**config.mk**
```make
export PLATFORM = sky130hd
export DESIGN_NAME = inst_list_fetcher
export DESIGN_NICKNAME = d
export VERILOG_FILES = /design/src/rtl/inst_list_fetcher.sv
export SDC_FILE = /design/constraint.sdc
export NUM_CORES = 1
export LEC_CHECK = 0
export CAP_MARGIN = 10
export CORE_ASPECT_RATIO = 0.8
export CORE_MARGIN = 5
export CORE_UTILIZATION = 49
export CTS_CLUSTER_SIZE = 30
export DETAILED_ROUTE_END_ITERATION = 6
export GPL_ROUTABILITY_DRIVEN = 0
export GPL_TIMING_DRIVEN = 1
export HOLD_SLACK_MARGIN = 0.12
export PLACE_DENSITY = 0.81
export SLEW_MARGIN = 20
export SYNTH_ARGS = -nofsm -noshare
export SYNTH_HDL_FRONTEND = slang
export SYNTH_SLANG_ARGS = --single-unit
```
**constraint.sdc**
```tcl
create_clock -name aclk -period 5.5 [get_ports aclk]
set_clock_uncertainty 0.1 [all_clocks]
set_input_delay 1.1 -clock aclk [delete_from_list [all_inputs] [get_ports aclk]]
set_output_delay 1.1 -clock aclk [all_outputs]
set_load 0.02 [all_outputs]
```
**src/rtl/inst_list_fetcher.sv**
```systemverilog
`default_nettype none
// ============================================================================
// Module   : inst_list_fetcher
// Purpose  : Fetches a 32-bit instruction list over a 64-bit NASTI read
//            channel and pushes the unpacked words into the instruction FIFO.
// Revision : 1.0 - initial release
// ============================================================================
module inst_list_fetcher #(
  parameter int ADDR_WIDTH = 64,
  parameter int MAX_BURST  = 8,
  parameter int CNT_WIDTH  = 13
) (
  input  logic                  aclk,
  input  logic                  aresetn,
  input  logic                  start,
  input  logic [ADDR_WIDTH-1:0] base_addr,
  input  logic [CNT_WIDTH-1:0]  word_count,
  output logic                  busy,
  output logic                  done,
  output logic                  error,
  output logic                  ar_valid,
  input  logic                  ar_ready,
  output logic [ADDR_WIDTH-1:0] ar_addr,
  output logic [7:0]            ar_len,
  output logic [2:0]            ar_size,
  output logic [1:0]            ar_burst,
  output logic                  ar_id,
  output logic                  ar_lock,
  output logic [3:0]            ar_cache,
  output logic [2:0]            ar_prot,
  output logic [3:0]            ar_qos,
  output logic [3:0]            ar_region,
  output logic                  ar_user,
  input  logic                  r_valid,
  output logic                  r_ready,
  input  logic [63:0]           r_data,
  input  logic [1:0]            r_resp,
  input  logic                  r_last,
  output logic                  fifo_w_en,
  output logic [31:0]           fifo_w_data,
  input  logic                  fifo_full
);

  typedef enum logic [2:0] {
    S_IDLE  = 3'd0,
    S_ADDR  = 3'd1,
    S_DATA  = 3'd2,
    S_DRAIN = 3'd3,
    S_DONE  = 3'd4
  } state_t;

  state_t                r_state;
  state_t                w_state_nxt;
  logic [ADDR_WIDTH-1:0] r_addr;
  logic [CNT_WIDTH-1:0]  r_words_left;
  logic [CNT_WIDTH-1:0]  r_beats_left;
  logic [4:0]            r_beat_cnt;
  logic [63:0]           r_hold;
  logic                  r_hold_valid;
  logic                  r_half;
  logic                  r_error;
  logic                  r_discard;

  logic [12:0]           w_to_4k;
  logic [9:0]            w_beats_4k;
  logic [4:0]            w_left_sat;
  logic [4:0]            w_burst;
  logic [CNT_WIDTH-1:0]  w_beats_init;
  logic                  w_ar_hs;
  logic                  w_r_hs;
  logic                  w_fire;
  logic                  w_hold_clr;
  logic                  w_unpack;

  // Beats left before the next 4 KB page; addr is always 8-byte aligned.
  assign w_to_4k    = 13'd4096 - {1'b0, r_addr[11:0]};
  assign w_beats_4k = w_to_4k[12:3];
  assign w_left_sat = (r_beats_left >= CNT_WIDTH'(MAX_BURST)) ? 5'(MAX_BURST)
                                                              : r_beats_left[4:0];
  assign w_burst    = (w_beats_4k >= {5'b00000, w_left_sat}) ? w_left_sat
                                                             : w_beats_4k[4:0];

  assign w_beats_init = (word_count >> 1) + CNT_WIDTH'(word_count[0]);

  assign w_ar_hs    = ar_valid && ar_ready;
  assign w_r_hs     = r_valid && r_ready;
  assign w_unpack   = (r_state == S_DATA) || (r_state == S_DRAIN);
  assign w_fire     = w_unpack && r_hold_valid && !fifo_full && (r_words_left != '0);
  assign w_hold_clr = w_fire && (r_half || (r_words_left == CNT_WIDTH'(1)));

  always_ff @(posedge aclk or negedge aresetn) begin
    if (!aresetn) begin
      r_state <= S_IDLE;
    end else begin
      r_state <= w_state_nxt;
    end
  end

  always_comb begin
    w_state_nxt = r_state;
    case (r_state)
      S_IDLE: begin
        if (start) begin
          w_state_nxt = (word_count == '0) ? S_DONE : S_ADDR;
        end
      end
      S_ADDR: begin
        if (w_ar_hs) begin
          w_state_nxt = S_DATA;
        end
      end
      S_DATA: begin
        if (w_r_hs && (r_beat_cnt == 5'd1)) begin
          w_state_nxt = (r_beats_left != '0) ? S_ADDR : S_DRAIN;
        end
      end
      S_DRAIN: begin
        // Leave as the last word is written so done follows it directly.
        if (!r_hold_valid || w_hold_clr) begin
          w_state_nxt = S_DONE;
        end
      end
      S_DONE: begin
        w_state_nxt = S_IDLE;
      end
      default: begin
        w_state_nxt = S_IDLE;
      end
    endcase
  end

  always_ff @(posedge aclk or negedge aresetn) begin
    if (!aresetn) begin
      r_addr       <= '0;
      r_words_left <= '0;
      r_beats_left <= '0;
      r_beat_cnt   <= '0;
      r_hold       <= '0;
      r_hold_valid <= 1'b0;
      r_half       <= 1'b0;
      r_error      <= 1'b0;
      r_discard    <= 1'b0;
    end else begin
      if ((r_state == S_IDLE) && start) begin
        r_addr       <= base_addr & ~ADDR_WIDTH'(7);
        r_words_left <= word_count;
        r_beats_left <= w_beats_init;
        r_error      <= 1'b0;
        r_discard    <= 1'b0;
        r_hold_valid <= 1'b0;
        r_half       <= 1'b0;
      end

      if ((r_state == S_ADDR) && w_ar_hs) begin
        r_addr       <= r_addr + ADDR_WIDTH'({w_burst, 3'b000});
        r_beats_left <= r_beats_left - CNT_WIDTH'(w_burst);
        r_beat_cnt   <= w_burst;
      end

      if ((r_state == S_DATA) && w_r_hs) begin
        r_beat_cnt <= r_beat_cnt - 5'd1;
        if (r_last != (r_beat_cnt == 5'd1)) begin
          r_error <= 1'b1;
        end
        // A bad response poisons the rest of the job: beats are drained unused.
        if (r_resp != 2'b00) begin
          r_error   <= 1'b1;
          r_discard <= 1'b1;
        end else if (!r_discard) begin
          r_hold       <= r_data;
          r_hold_valid <= 1'b1;
          r_half       <= 1'b0;
        end
      end

      if (w_fire) begin
        r_words_left <= r_words_left - CNT_WIDTH'(1);
        if (w_hold_clr) begin
          r_hold_valid <= 1'b0;
          r_half       <= 1'b0;
        end else begin
          r_half <= 1'b1;
        end
      end
    end
  end

  assign busy        = (r_state == S_ADDR) || (r_state == S_DATA) || (r_state == S_DRAIN);
  assign done        = (r_state == S_DONE);
  assign error       = r_error;
  assign ar_valid    = (r_state == S_ADDR);
  assign ar_addr     = ar_valid ? r_addr : '0;
  assign ar_len      = ar_valid ? {3'b000, w_burst - 5'd1} : 8'd0;
  assign ar_size     = 3'd3;
  assign ar_burst    = 2'b01;
  assign ar_id       = 1'b0;
  assign ar_lock     = 1'b0;
  assign ar_cache    = 4'd0;
  assign ar_prot     = 3'd0;
  assign ar_qos      = 4'd0;
  assign ar_region   = 4'd0;
  assign ar_user     = 1'b0;
  assign r_ready     = (r_state == S_DATA) && !r_hold_valid;
  assign fifo_w_en   = w_fire;
  assign fifo_w_data = !w_fire ? 32'd0 : (r_half ? r_hold[63:32] : r_hold[31:0]);

endmodule
`default_nettype wire

```
==> summary.md, run 1 <==
- result of the run: finished, final reports clean
- die extent in x: 171.9 microns
- register bit count reported by yosys: 163
- footprint of the flip-flops and latches: 0.004083 sq mm
- ys async rst share: 100.0%
- TritonCTS Sinks: 163
- vias in the first global route: 9517
- number of core rows: 47
- vias after detailed routing: 9696
- filler cell count: 1661
- wire length of the first global-routing pass: 50.43 mm
- maximum buffer depth of the clock tree: 2
- H-tree levels: 4
- distinct cell type count after synthesis: 83
- routed via count divided by cell count: 5.930
- maximum number of pins on one net before global-route repair: 95
- die area: 0.02398 sq mm
- unrepaired setup endpoints after global routing: false
- Fmax: 188.5 MHz
- number of DRC markers in iteration 0: 976
- clock-pin transition on the worst setup and hold timing paths: 0.06 ns
- Core Util, Final: 65.64%
- post-synthesis to final-layout area growth: 31.87%
- peak fanout along the critical path: 5
- final period demand of the worst path: 5.306 ns
- Hold Crit Class: flop to flop
- CTS tree: yes
- number of enable-type register cells in the synthesized netlist: 0
- worst-case register-to-register setup slack: 0.43 ns
- proportion of synthesized chip area in sequential cells: 39.70%
- detail-routed net length per standard cell: 19.27 microns
- number of slew-limit violations in the final report: 0
- number of clock buffers inserted by TritonCTS: 17
- insertion delay of the later-clocked pin in the worst-skew pair: 0.43 ns
- Core ar.: 0.02064 sq mm
- top-area cell type share of the netlist area: 39.70%
- share of the clock period used by the worst path after layout: 96.46%
- overall global routing resource usage: 25.89%
- antenna-violating nets left: 0
- sequential fraction of design power: 34.1%
- standby leakage power: 5.489 nW
- capturing element type of the critical path: output port
- ratio of cells with drive above 1 in the final layout: 10.18%
- Pint: 4.046 mW
- total overflow reported by the global router: 0
- number of port buffers: 250
- antenna diode count: 0
- antenna violations before repair: 2
- effective utilization at floorplan: 49.78%
- total power per unit cell area: 520.2 mW/mm^2
- warnings from Yosys: 0
- required arrival time at the worst endpoint: 4.30 ns
- most area-hungry cell type in the Yosys netlist: sky130_fd_sc_hd__dfrtp_1
- first-pass iteration count of the detailed router: 5
- gate count after technology mapping: 1128
- total design power: 7.048 mW
- total routed wirelength: 31.51 mm
- element type at the critical path start: flop
- transition at the pin with the smallest max-transition slack: 1.046 ns
- root buffer cell: sky130_fd_sc_hd__clkbuf_16
- count of hold-fix buffers inserted at cts: 0
- Comb power frac: 48.6%
- setup-violating endpoint count in the final report: 0
- drc violations: 0
- Clk pwr share: 17.4%
- average footprint of a synthesized cell: 9.109 sq um
- most frequently used flop master after synthesis: sky130_fd_sc_hd__dfrtp_1
- switching power as a share of total power: 42.59%
- Arr. time, crit path: 4.11 ns
- MaxCap Viol Count: 0
- switching pwr: 3.002 mW
- netlist area before placement: 0.01027 sq mm
- number of top-level design ports: 283
- Post-Route Setup TNS: 0 ns
- number of nets at the end of the flow: 1527
- critical setup path kind: flop to output port
- tightest slew margin relative to the limit: 30.29%
- Area contributors post-synth: sky130_fd_sc_hd__dfrtp_1 40%, sky130_fd_sc_hd__mux2_2 6.0%, sky130_fd_sc_hd__nor2_1 5.0%, sky130_fd_sc_hd__and2_1 3.9%, sky130_fd_sc_hd__mux2i_1 3.4%
- worst ir drop on vdd: 0.3037 mV
- Hold Fails Final Rpt: 0
- Die Height: 139.5 microns
- Post-DP HPWL: 22.30 mm
- area of the multi-input gates: 0.005769 sq mm
==> synthesized netlist by cell type (23+ instances only) <==
cell type and count:
sky130_fd_sc_hd__a211oi_1 31, sky130_fd_sc_hd__and3_1 25, sky130_fd_sc_hd__mux2_2 55, sky130_fd_sc_hd__mux2i_1 35, sky130_fd_sc_hd__buf_4 29, sky130_fd_sc_hd__dfrtp_1 163, sky130_fd_sc_hd__nor3_1 29, sky130_fd_sc_hd__nand3_1 38
sky130_fd_sc_hd__o21ai_0 32, sky130_fd_sc_hd__clkbuf_1 48, sky130_fd_sc_hd__and2_1 64, sky130_fd_sc_hd__nand2_1 90, sky130_fd_sc_hd__nor2_1 138, sky130_fd_sc_hd__a21oi_1 35, sky130_fd_sc_hd__inv_1 28, sky130_fd_sc_hd__ha_1 23
==> per-layer routing <==
metal / wire length, microns / up-vias / track usage (%)
met5: 14 / - / 0
met4: 355 / 4 / 4.384
met3: 2460 / 36 / 5.500
met2: 15040 / 421 / 42.12
met1: 13640 / 4737 / 36.30
li1: - / 4498 / -
==> what timing repair did <==
| item | 4_1_cts | 5_1_grt |
|---|---|---|
| endpoints found under the setup margin | 4 | 34 |
| pin swaps | 1 | 1 |
| cloned | 0 | 0 |
| gates resized for setup | 6 | 10 |
| setup buffers | 1 | 0 |
| endpoints found under the hold margin | 0 | 0 |
==> cell families (layout without fill, tap and decap cells) <==
| family | after synthesis | after routing | share of synthesized area, % |
|---|---|---|---|
| xor+xnor | 21 | 21 | 1.790 |
| compound gates | 233 | 233 | 16.44 |
| mux | 102 | 102 | 10.75 |
| simple gates | 460 | 460 | 22.56 |
| fa+ha+maj | 24 | 24 | 2.996 |
| flops | 163 | 163 | 39.70 |
| other cells | 2 | 30 | 0.07309 |
| buf+inv | 123 | 333 | 5.687 |
==> worst max-delay path, stage by stage (launching register included) <==
cell and delay [ns]:
sky130_fd_sc_hd__dfrtp_1 0.43, sky130_fd_sc_hd__nor4_2 0.32, sky130_fd_sc_hd__nand3_2 0.16, sky130_fd_sc_hd__nor2_1 0.20, sky130_fd_sc_hd__ha_1 0.27, sky130_fd_sc_hd__nand2b_1 0.19, sky130_fd_sc_hd__a2111oi_4 0.40, sky130_fd_sc_hd__o22ai_2 0.21
sky130_fd_sc_hd__o21ai_1 0.28, sky130_fd_sc_hd__o2111a_1 0.29, sky130_fd_sc_hd__or4b_1 0.44, sky130_fd_sc_hd__a21oi_1 0.15, sky130_fd_sc_hd__dlygate4sd2_1 0.35
==> per-stage QoR <==
stage          cells  hold slack, ns  setup WS, ns  instance area [sq um]
2_1_floorplan   1156          0.3412         1.034                  10380
3_3_place_gp    1602          0.3571        0.2535                  12900
3_5_place_dp    1602          0.3692       0.02977                  12900
4_1_cts         1635          0.3860       0.08912                  13520
5_1_grt         1635          0.4134      0.004238                  13550
6_report        1635          0.3871        0.1945                  13550
==> power by group through the flow <==
stage	sequential, mW	combinational (mW)	clock [mW]
after floorplan	2.14	2.38	0
after global placement	2.35	3.27	0
after detailed placement	2.39	3.37	0
after CTS	2.38	3.39	1.24
after global routing	2.49	3.74	1.30
final	2.40	3.42	1.22
==> state kept, by name (all words and copies together), names as in the netlist <==
| name | flops |
|---|---|
| r_addr | 61 |
| r_beat_cnt | 5 |
| r_half | 1 |
| r_words_left | 13 |
| error | 1 |
| r_hold_valid | 1 |
| r_state | 3 |
| r_hold | 64 |
| r_discard | 1 |
| r_beats_left | 13 |
==> layout by cell type (no fill, tap or decap), drive strengths merged, types with 6 or more instances in the layout <==
cell,instances
a21o,7
mux2i,35
buf,21
o21a,9
conb,30
o311ai,9
a32oi,6
a311oi,20
a31oi,9
clkdlybuf4s50,247
xor2,7
and2,65
inv,35
dfrtp,163
o21ai,34
mux2,67
a211oi,31
nand4,15
nor2,139
o211ai,12
nand3,38
nor3,31
nor4,14
ha,23
or4,6
clkbuf,19
o22ai,10
nand2,91
a21oi,35
and3,25
o31ai,6
xnor2,14
==> worst paths after layout <==
kind                            startpoint          to  cells after the start
setup / recovery           r_beats_left[9]   ar_len[4]                     12
hold / removal                   r_discard   r_discard                      2
setup reg to reg           r_beats_left[9]  r_addr[45]                     19
hold reg to reg                  r_discard   r_discard                      2
max in group asynchronous          aresetn      r_half                      2
min in group asynchronous          aresetn  r_addr[42]                      1
==> cell type report <==
class                   count  area share, %
multi-input cells         870          42.58
flip-flops and latches    163          30.13
repair buffers            270          19.57
clock buffers              19          3.269
well taps                 269          2.484
clock inverters            13          1.108
inverters                  31         0.8588
No activity file was read; power rests on OpenSTA's default activity.
==> run 2, diff against run 1 <==
==> constraint.sdc (replaced) <==
create_clock -name aclk -period 5.5 [get_ports aclk]
set_clock_uncertainty 0.1 [all_clocks]
set_input_delay 0.55 -clock aclk [delete_from_list [all_inputs] [get_ports aclk]]
set_output_delay 0.55 -clock aclk [all_outputs]
set_load 0.02 [all_outputs]
==> run 2 against run 1 <==
Net effect:
- sequential share of layout area about the same
- largest cell class unchanged
- critical path type unchanged
- highest routed layer unchanged
- die area did not move
- combinational power is essentially flat
- clock power about the same
- wire length is 0.71% lower
- largest power group unchanged
==> summary.md, run 2 (synthesis gave the netlist of run 1 again) <==
- ratio of cells with drive above 1 in the final layout: 10.14%
- Post-Route Setup TNS: 0 ns
- die area: 0.02398 sq mm
- CTS tree: yes
- buffering stage count on the worst path with inverters included: 2
- number of standard cells in the layout, taps in and fillers out: 1640
- total overflow reported by the global router: 0
- total power per unit cell area: 517.4 mW/mm^2
- routed via count divided by cell count: 5.924
- transition at the pin with the smallest max-transition slack: 1.050 ns
- maximum buffer depth of the clock tree: 2
- die extent in x: 171.9 microns
- wire length of the first global-routing pass: 49.56 mm
- TritonCTS Sinks: 163
- commonest cells after routing, fill and taps aside: 249 x sky130_fd_sc_hd__clkdlybuf4s50_1, 162 x sky130_fd_sc_hd__dfrtp_1, 138 x sky130_fd_sc_hd__nor2_1
- unrepaired setup endpoints after global routing: false
- worst-path cell chain: nor3_2 > nand3_1 > nor2_1 > ha_1 > nand2b_1 > a2111oi_2 > o22ai_2 > o21ai_0 > nand2_1 > buf_4 > or4_1 > a21oi_1 > clkdlybuf4s50_1
- worst ir drop on vdd: 0.3585 mV
- most common library cell in the layout ignoring fill and taps: sky130_fd_sc_hd__clkdlybuf4s50_1
- MaxCap Viol Count: 0
- Core Util, Final: 65.71%
- share of the clock period used by the worst path after layout: 94.04%
- capturing element type of the critical path: output port
- effective utilization at floorplan: 49.78%
- H-tree levels: 4
- Die Height: 139.5 microns
- Hold Crit Class: flop to flop
- count of placed standard cells including taps: 1605
- critical setup path kind: flop to output port
- largest register by flop count: r_hold
- number of core rows: 47
- total routed wirelength: 31.28 mm
- antenna diode count: 0
- Crit path max-delay family: simple AND/OR/NAND/NOR gates
- largest stage delay on the critical path: 0.63 ns
- footprint of the flip-flops and latches: 0.004080 sq mm
- Fmax: 193.3 MHz
- first-pass iteration count of the detailed router: 5
- maximum number of pins on one net before global-route repair: 76
- number of port buffers: 250
- Arr. time, crit path: 4.52 ns
- number of top-level design ports: 283
- element type at the critical path start: flop
- number of slew-limit violations in the final report: 0
- standby leakage power: 5.505 nW
- overall global routing resource usage: 25.37%
- clock-pin transition on the worst setup and hold timing paths: 0.06 ns
- setup-violating endpoint count in the final report: 0
- final period demand of the worst path: 5.172 ns
- antenna violations before repair: 2
- root buffer cell: sky130_fd_sc_hd__clkbuf_16
- vias after detailed routing: 9715
- number of DRC markers in iteration 0: 805
- result of the run: finished, final reports clean
- Hold Fails Final Rpt: 0
- peak fanout along the critical path: 7
- post-synthesis to final-layout area growth: 32.00%
- antenna-violating nets left: 0
- standard cell with the maximum stage delay on the critical path: sky130_fd_sc_hd__clkdlybuf4s50_1
- drc violations: 0
- detail-routed net length per standard cell: 19.07 microns
- largest registers: r_hold (64), r_addr (61)
- insertion delay of the later-clocked pin in the worst-skew pair: 0.43 ns
- Core ar.: 0.02064 sq mm
- smallest hold slack: 0.3926 ns
- filler cell count: 1665
- number of nets at the end of the flow: 1532
- max reg flops: 64
- tightest slew margin relative to the limit: 29.99%
- Post-DP HPWL: 22.47 mm
- vias in the first global route: 9317
- required arrival time at the worst endpoint: 4.85 ns
- area of the multi-input gates: 0.005743 sq mm
- number of clock buffers inserted by TritonCTS: 17
## run 2: changes by cell type in the layout (fill, tap and decap cells not counted), moves of 2 or more
cell,delta
sky130_fd_sc_hd__buf_4,+3
sky130_fd_sc_hd__clkdlybuf4s50_1,+2
sky130_fd_sc_hd__clkinv_2,-2
sky130_fd_sc_hd__dfrtp_1,+2
sky130_fd_sc_hd__dfrtp_2,-2
sky130_fd_sc_hd__dlygate4sd2_1,-2
sky130_fd_sc_hd__inv_6,+4
## run 2: final timing paths
| check | slack, ns | from | end | depth (start not counted) |
|---|---|---|---|---|
| max | 0.33 | r_beats_left[7] | ar_len[3] | 13 |
| min in group asynchronous | 0.59 | aresetn | r_addr[40] | 2 |
| min reg2reg | 0.39 | r_hold[2] | r_hold[2] | 1 |
| max reg2reg | 0.42 | r_beats_left[7] | r_beats_left[8] | 20 |
| min | 0.39 | r_hold[2] | r_hold[2] | 1 |
| max in group asynchronous | 3.44 | aresetn | r_hold[37] | 3 |
## run 2: metal layers
layer | vias to the layer above | track usage, % | wire length [microns]
met4 | 4 | 6.286 | 496
met3 | 45 | 5.330 | 2457
met5 | - | 0 | 16
met1 | 4693 | 35.50 | 13340
li1 | 4534 | - | -
met2 | 439 | 40.43 | 14970
## run 2: what timing repair did
action	4_1_cts	5_1_grt
buffers inserted	0	2
hold buffers	1	0
endpoints found under the hold margin	70	0
setup endpoints to repair	0	47
gates resized for setup	0	7
## run 2: area by class of cell
class | instances | area share [%]
Inverter | 31 | 0.8579
Timing Repair Buffer | 275 | 19.95
Multi-Input combinational cell | 870 | 42.34
Sequential cell | 163 | 30.08
Clock inverter | 13 | 1.015
Clock buffer | 19 | 3.266
Tap cell | 269 | 2.482
## run 2: power by group
part / switching, mW / total [mW] / internal [mW]
Sequential: 0.621 / 2.40 / 1.78
Combinational: 1.84 / 3.43 / 1.59
Clock: 0.537 / 1.19 / 0.653
## run 2: per-stage QoR
step           worst slack [ns]  instance area (sq um)  power, mW
4_1_cts                  0.1907                  13530      6.992
2_1_floorplan             1.034                  10380      4.517
3_5_place_dp             0.2275                  12940      5.771
6_report                 0.3278                  13560      7.017
3_3_place_gp             0.4050                  12940      5.636
5_1_grt                 0.02596                  13560      7.483
